### src/rtl/v_hier_subdeser.sv
// Serial-to-word deserializer: LSB-first bits into WIDTH-bit words, queued in a DEPTH-entry FIFO.
// Optional even-parity bit after each word: define V_HIER_SUBDESER_PARITY_EN.
module v_hier_subdeser #(
  parameter int WIDTH = 8,
  parameter int DEPTH = 4
) (
  input  logic                     clk,
  input  logic                     rst,
  input  logic                     bit_valid,
  input  logic                     bit_in,
  input  logic                     frame_start,
  output logic                     word_valid,
  input  logic                     word_ready,
  output logic [WIDTH-1:0]         word_data,
  output logic [$clog2(DEPTH):0]   level,
  output logic                     overflow,
  output logic                     parity_err
);

  localparam int CW = $clog2(WIDTH);
  localparam int PW = $clog2(DEPTH);
  localparam logic [PW:0] FULL_LVL = (PW+1)'(DEPTH);

`ifdef V_HIER_SUBDESER_PARITY_EN
  typedef enum logic [1:0] {IDLE, SHIFT, PAR} state_t;
`else
  typedef enum logic [1:0] {IDLE, SHIFT} state_t;
`endif

  state_t            state, state_n;
  logic [CW-1:0]     cnt, cnt_n;
  logic [WIDTH-1:0]  shreg, shreg_n, push_word;
  logic              push;

  logic [WIDTH-1:0]  mem [DEPTH];
  logic [PW-1:0]     wr_ptr, rd_ptr;
  logic [PW:0]       lvl;
  logic              ovf;
  logic              pop, full, do_push;

`ifdef V_HIER_SUBDESER_PARITY_EN
  logic              perr, perr_n;
`endif

  always_ff @(posedge clk) begin
    if (rst) begin
      state <= IDLE;
      cnt   <= '0;
      shreg <= '0;
`ifdef V_HIER_SUBDESER_PARITY_EN
      perr  <= 1'b0;
`endif
    end else begin
      state <= state_n;
      cnt   <= cnt_n;
      shreg <= shreg_n;
`ifdef V_HIER_SUBDESER_PARITY_EN
      perr  <= perr_n;
`endif
    end
  end

  // frame_start with a valid bit always restarts the word, regardless of state
  always_comb begin
    state_n   = state;
    cnt_n     = cnt;
    shreg_n   = shreg;
    push      = 1'b0;
    push_word = shreg;
`ifdef V_HIER_SUBDESER_PARITY_EN
    perr_n    = 1'b0;
`endif
    if (bit_valid) begin
      if (frame_start) begin
        shreg_n = WIDTH'(bit_in);
        cnt_n   = CW'(1);
        state_n = SHIFT;
      end else begin
        unique case (state)
          IDLE: ;
          SHIFT: begin
            shreg_n[cnt] = bit_in;
            if (cnt == CW'(WIDTH-1)) begin
              cnt_n = '0;
`ifdef V_HIER_SUBDESER_PARITY_EN
              state_n = PAR;
`else
              push      = 1'b1;
              push_word = shreg_n;
`endif
            end else begin
              cnt_n = cnt + 1'b1;
            end
          end
`ifdef V_HIER_SUBDESER_PARITY_EN
          PAR: begin
            if (^{shreg, bit_in}) perr_n = 1'b1;
            else                  push   = 1'b1;
            state_n = SHIFT;
            cnt_n   = '0;
          end
`endif
          default: ;
        endcase
      end
    end
  end

  always_comb begin
    word_valid = (lvl != '0);
    pop        = word_valid && word_ready;
    full       = (lvl == FULL_LVL);
    do_push    = push && (!full || pop);
    word_data  = mem[rd_ptr];
    level      = lvl;
    overflow   = ovf;
`ifdef V_HIER_SUBDESER_PARITY_EN
    parity_err = perr;
`else
    parity_err = 1'b0;
`endif
  end

  always_ff @(posedge clk) begin
    if (rst) begin
      wr_ptr <= '0;
      rd_ptr <= '0;
      lvl    <= '0;
      ovf    <= 1'b0;
      for (int unsigned i = 0; i < DEPTH; i++) mem[i] <= '0;
    end else begin
      if (do_push) begin
        mem[wr_ptr] <= push_word;
        wr_ptr      <= wr_ptr + 1'b1;
      end
      if (pop) rd_ptr <= rd_ptr + 1'b1;
      if (do_push && !pop)      lvl <= lvl + 1'b1;
      else if (pop && !do_push) lvl <= lvl - 1'b1;
      if (push && !do_push) ovf <= 1'b1;
    end
  end

endmodule

### config.mk
export PLATFORM = sky130hd
export DESIGN_NAME = v_hier_subdeser
export DESIGN_NICKNAME = d
export VERILOG_FILES = /design/src/rtl/v_hier_subdeser.sv
export SDC_FILE = /design/constraint.sdc
export NUM_CORES = 1
export LEC_CHECK = 0
export BUFFER_PORTS_ARGS = -buffer_cell sky130_fd_sc_hd__buf_2
export CAP_MARGIN = 20
export CORE_ASPECT_RATIO = 0.5
export CORE_MARGIN = 2
export CORE_UTILIZATION = 48
export CTS_BUF_LIST = sky130_fd_sc_hd__clkbuf_4
export DETAILED_ROUTE_END_ITERATION = 8
export PLACE_DENSITY = 0.75
export SYNTH_ARGS = -nofsm -noshare
export SYNTH_HDL_FRONTEND = slang
export SYNTH_SLANG_ARGS = --single-unit
export TNS_END_PERCENT = 10
### constraint.sdc
create_clock -name clk -period 2 [get_ports clk]
set_input_delay 0.1 -clock clk [delete_from_list [all_inputs] [get_ports clk]]
set_output_delay 0.1 -clock clk [all_outputs]
set_load 0.01 [all_outputs]
**Yosys cells after proc, flatten, opt, wreduce, memory -nomap -nowiden**

Memory sizes are Yosys's and may differ from the RTL's. A register that Yosys moved wholly into a read port is not among the register bits.
Cells that the tools add are included.

- Register bits after elaboration: 20
- Memories kept: 1
- RAM bits: 32
- Word-level logic and storage cells: 61
- Input port bits: 6
- Output and inout port bits: 14

- Reductions and logical operators: 16
- Equality and inequality tests: 2
- $lt $le $gt $ge: 2
- Add/sub/neg operators: 5
- Multiplexer cells: 28

Memories:

| memory | words | width | read ports | clocked after memory_dff | wr ports | RTL line | text |
|---|---|---|---|---|---|---|---|
| mem | 4 | 8 | 1 | 1 | 4 | 35 | `logic [WIDTH-1:0] mem [DEPTH];` |

Operators with widths:

| kind | number |
|---|---|
| 8-bit two-way mux | 7 |
| 3-bit two-way mux | 5 |
| 1-bit two-way mux | 11 |
| 8-bit bitwise mux | 1 |
| 8-bit OR reduction | 1 |
| 3-bit by 1-bit adder with 3-bit output (second input constant) | 2 |
| 3-bit equality test (second input constant) | 2 |
| 1-bit logical AND | 6 |
| 2-bit two-way mux | 3 |
| 2-bit by 1-bit adder with 2-bit output (second input constant) | 2 |
| 3-bit by 4-bit less-than comparator with 1-bit output (second input constant) | 1 |
| 2-bit AND reduction | 2 |
| 2-bit nonzero test | 2 |
| 1-bit demux with 3-bit select | 1 |
| 3-bit by 1-bit >= comparator with 1-bit output (second input constant) | 1 |
| 1-bit zero test | 3 |
| 3-bit nonzero test | 1 |
| 3-bit by 1-bit subtractor with 3-bit output (second input constant) | 1 |
| 1-bit logical OR | 1 |

**Depth between registers and ports, before layout**

- Depth after elaboration: 11
- Mapped depth: 10
- Depth with buffers taken out: 10

**Least setup slack after synthesis**

No wires, ideal clock.

- Kind: register to register
- Start: reg cnt[0]
- End: reg lvl[2] (netlist: level[2])
- Cell stages (with the launch flop): 11
- Required time: 1.929 ns
- Buffers on the path: 0
- Arrival time: 2.138 ns
- Setup slack: -0.209 ns
- Path through: dfxtp_1 ha_1 ha_1 nand4b_1 nor2_1 ha_1 inv_1 fa_1 xor2_1 or3_1 a21oi_1

- Word-level cells in the longest chain between the ends: 9

Ends and longest elaborated chain:

| item | RTL line | text |
|---|---|---|
| start: declaration | 31 | `logic [CW-1:0] cnt, cnt_n;` |
| start signal: assignment | 55 | `cnt <= cnt_n;` |
| 3-bit equality test * | 83 | `if (cnt == CW'(WIDTH-1)) begin` |
| 1-bit two-way mux * | 83 |  |
| 1-bit two-way mux * | 79 | `unique case (state)` |
| 1-bit two-way mux * | 74 | `if (frame_start) begin` |
| 1-bit two-way mux * | 73 | `if (bit_valid) begin` |
| 1-bit logical AND * | 113 | `do_push = push && (!full \|\| pop);` |
| named net do_push | 39 | `logic pop, full, do_push;` |
| 1-bit zero test | 138 | `else if (pop && !do_push) lvl <= lvl - 1'b1;` |
| 1-bit logical AND | 138 |  |
| 2-bit nonzero test (no line) | -- |  |
| end signal: assignment | 137 | `if (do_push && !pop) lvl <= lvl + 1'b1;` |
| end signal: assignment | 138 |  |
| end: declaration | 37 | `logic [PW:0] lvl;` |

The timed path passes the listed nets; every way through them passes the cells marked *.
A chain may end at the register's enable or synchronous reset.

**Worst setup path after layout**

- Start: reg cnt[1]
- End: reg lvl[2] (netlist: level[2])

Same word-level chain as after synthesis.

==> flow_summary_export.csv <==
group,metric,value,unit
yosys,synthDominantCellAreaShare,38.8,%
critical_path,cp_top_family,"adder cells",
critical_path,crit_type,"reg -> reg",
yosys,synth_warnings,0,
critical_path,critPathMaxFanout,3,
clocking,cts_tree,"done",
global_routing,grt_antenna_before_repair,0,
yosys,synth.area.top_cells,"edfxtp_1, dfxtp_1, mux4_2, nor2_1, mux2i_1",
global_routing,grt_use_total,17.8,%
critical_path,worst_path_largest_cell_delay,380,ps
detailed_routing,viasPerCell,5.56,
detailed_routing,wl,4910,um
yosys,ys_seq_area_share,56.5,%
floorplanning,die_w,106,um
floorplanning,die_area,5790,um2
pwr,ir_drop,0.000282,V
final_layout,fin_nets,251,
sta,rsz0062_at_grt,"yes",
critical_path,endpoint_kind,"register",
global_routing,grt_pass1_vias,1616,
critical_path,worstPathRequired,2320,ps
yosys,synth_area,2480,um2
yosys,yosys_register_bits,54,
detailed_routing,drt_iter0_drc,70,
sta,worst_slew_pin_slew,487,ps
yosys,synthFlopType,"edfxtp_1",
detailed_routing,vias,1735,
pwr,p_leak,1.05,nW
floorplanning,core,4950,um2
pwr,power,1.81,mW
yosys,synthCells,213,
detailed_routing,ant_nets,0,
outcome,outcome,"complete, but fails checks",
yosys,synth_top_cell_by_area,"edfxtp_1",
worst_hold_path,hold_class,"in -> reg",
sta,final.period_utilization,107,%
clocking,worstSkewPairLatency,380,ps
yosys,synth-edff-count,32,
floorplanning,fp-row-count,18,
final_layout,antennaDiodeCount,0,
sta,timing.final.ws_setup,-145,ps
sta,slew_viol_final,0,
detailed_routing,drc,0,
floorplanning,initial_core_util,50.0,%
placed_design,finalWeightedCongestion,0.714,
critical_path,path_cells,"ha_4, ha_4, nand4b_1, nor2_2, ha_2, inv_2, fa_2, xor2_1, or3_1, a21oi_2",
clocking,htree_levels,2,
sta,fin_worst_skew,12.5,ps
global_routing,grt_pass1_wl,7650,um
yosys,ys_async_sr_fraction,0,%
critical_path,cp_slowest_cell,"dfxtp_2",
global_routing,gr-total-overflow,0,
final_layout,drive_gt1_share,27.7,%
yosys,syn-num-nets,223,
clocking,clkSlewWorstSetupHoldPaths,160,ps
pwr,p_per_area,632,nW/um2
detailed_routing,drtPass1Iterations,5,
outcome,failed_checks,"negative setup slack",
clocking,root_buffer,"clkbuf_4",
sta,finalSetupTns,-145,ps
sta,fmax,466,MHz
sta,hold_viol,0,
critical_path,crit_path_frequent_cell,"ha_4",
placed_design,io_buffers,18,
placed_design,hpwl,3310,um
critical_path,arrival,2470,ps
global_routing,grt_max_degree,18,
sta,finalSetupViolCount,1,
critical_path,critPathBufInv,1,
run,drv_cap,0,
clocking,cts_max_path_buffers,2,
floorplanning,dieHeight,54.8,um
yosys,avgSynthCellArea,11.6,um2
yosys,ys_types,41,
final_layout,syn2layout_area_growth,15.5,%
detailed_routing,wire_per_inst,15.7,um
placed_design,pre_cts_slack,-207,ps
clocking,numCtsBuffers,5,
critical_path,crit_path_start_kind,"register",
sta,max-slew-margin-rel,66.6,%
floorplanning,io_pins,20,
clocking,ctsHoldBuffers,0,
sta,fin_crit,2140,ps
final_layout,fin_util,57.8,%
clocking,clock_sinks,54,
==> cell type report <==
type	instances	area (um2)
Clock buffer	5	37.5
Clock inverter	3	20.0
Fill cell	393	2090
Inverter	3	11.3
Multi-Input combinational cell	141	1080
Sequential cell	54	1400
Tap cell	70	87.6
Timing Repair Buffer	36	225
==> final timing paths <==
path	start	endpoint	slack, ps	depth (start not counted)
max reg2reg	cnt[1]	level[2]	-140	10
min reg2reg	shreg[0]	shreg[0]	480	2
min	bit_valid	state[0]	30	3
max	cnt[1]	level[2]	-140	10
==> registers in the layout, indices dropped and copies added, names as in the netlist, named ones only <==
signal / cells
shreg: 8
rd_ptr: 2
level: 3
wr_ptr: 2
overflow: 1
state: 1
mem: 32
cnt: 3
==> tightest hold or removal path, stage by stage <==
cell and delay [ps]:
buf_2 120, a21oi_1 70, nor2_1 80
==> power by group <==
group          switching [mW]  total [mW]  internal [mW]
clock network           0.355       0.494          0.138
registers             0.00982        1.21           1.20
logic                  0.0632       0.103         0.0400
total                   0.428        1.81           1.38
==> cells in the final DEF (no fill, tap or decap), types with 2 or more instances in the layout <==
cell      instances
a31o_4            2
a21oi_1           6
mux2i_1          10
mux4_2            8
ha_4              2
buf_4            18
xor2_1            4
nand3b_1          6
a22oi_1           5
nand3_1           6
a31oi_1           4
nand4_1           2
o21ai_0           4
dfxtp_1          20
clkbuf_4          5
buf_2            18
nor2_1           43
or3_1             2
nand2b_1          5
nand2_1           7
edfxtp_1         32
and4b_1           2
nor3b_1           3
inv_1             2
dfxtp_2           2
==> per-layer routing <==
layer	share of wire [%]	global-route usage, %	vias up
met5	0	0	-
li1	-	-	834
met1	46	23.5	852
met2	48	28.8	45
met4	0.73	6.80	0
met3	5.3	5.24	4
==> synth_stat cells (3+ instances only) <==
| library cell | instances |
|---|---|
| nor3b_1 | 3 |
| mux2i_1 | 10 |
| nand3b_1 | 6 |
| o21ai_0 | 4 |
| edfxtp_1 | 32 |
| a22oi_1 | 5 |
| clkbuf_1 | 8 |
| nand2b_1 | 5 |
| dfxtp_1 | 22 |
| xor2_1 | 4 |
| buf_2 | 5 |
| mux4_2 | 8 |
| nand2_1 | 7 |
| a21oi_1 | 7 |
| inv_1 | 3 |
| a31oi_1 | 4 |
| nor2_1 | 44 |
| ha_1 | 3 |
| nand3_1 | 6 |
==> stage by stage <==
step / hold WS (ps) / area [um2] / instances
final: 26.8 / 2860 / 312
after CTS: 21.0 / 2830 / 312
after global routing: 43.5 / 2860 / 312
after global placement: 393 / 2720 / 300
after floorplan: 241 / 2500 / 213
after detailed placement: 425 / 2720 / 300
==> logic make-up (layout without fill, tap and decap cells) <==
logic type	Yosys count	after routing	share of synthesized area (%)
compound gates	28	28	7.42
simple gates	86	86	17.7
fa+ha+maj	4	4	2.32
xor+xnor	4	4	1.41
buf+inv	18	47	3.13
mux	18	18	11.3
other cells	1	1	0.151
flops	54	54	56.5
==> what timing repair did <==
action | CTS | global route
endpoints found under the setup margin | 1 | 33
pin swaps | 1 | 0
buffers inserted | 4 | 0
gates resized for setup | 6 | 6
Power figures use the tool's default switching activity.
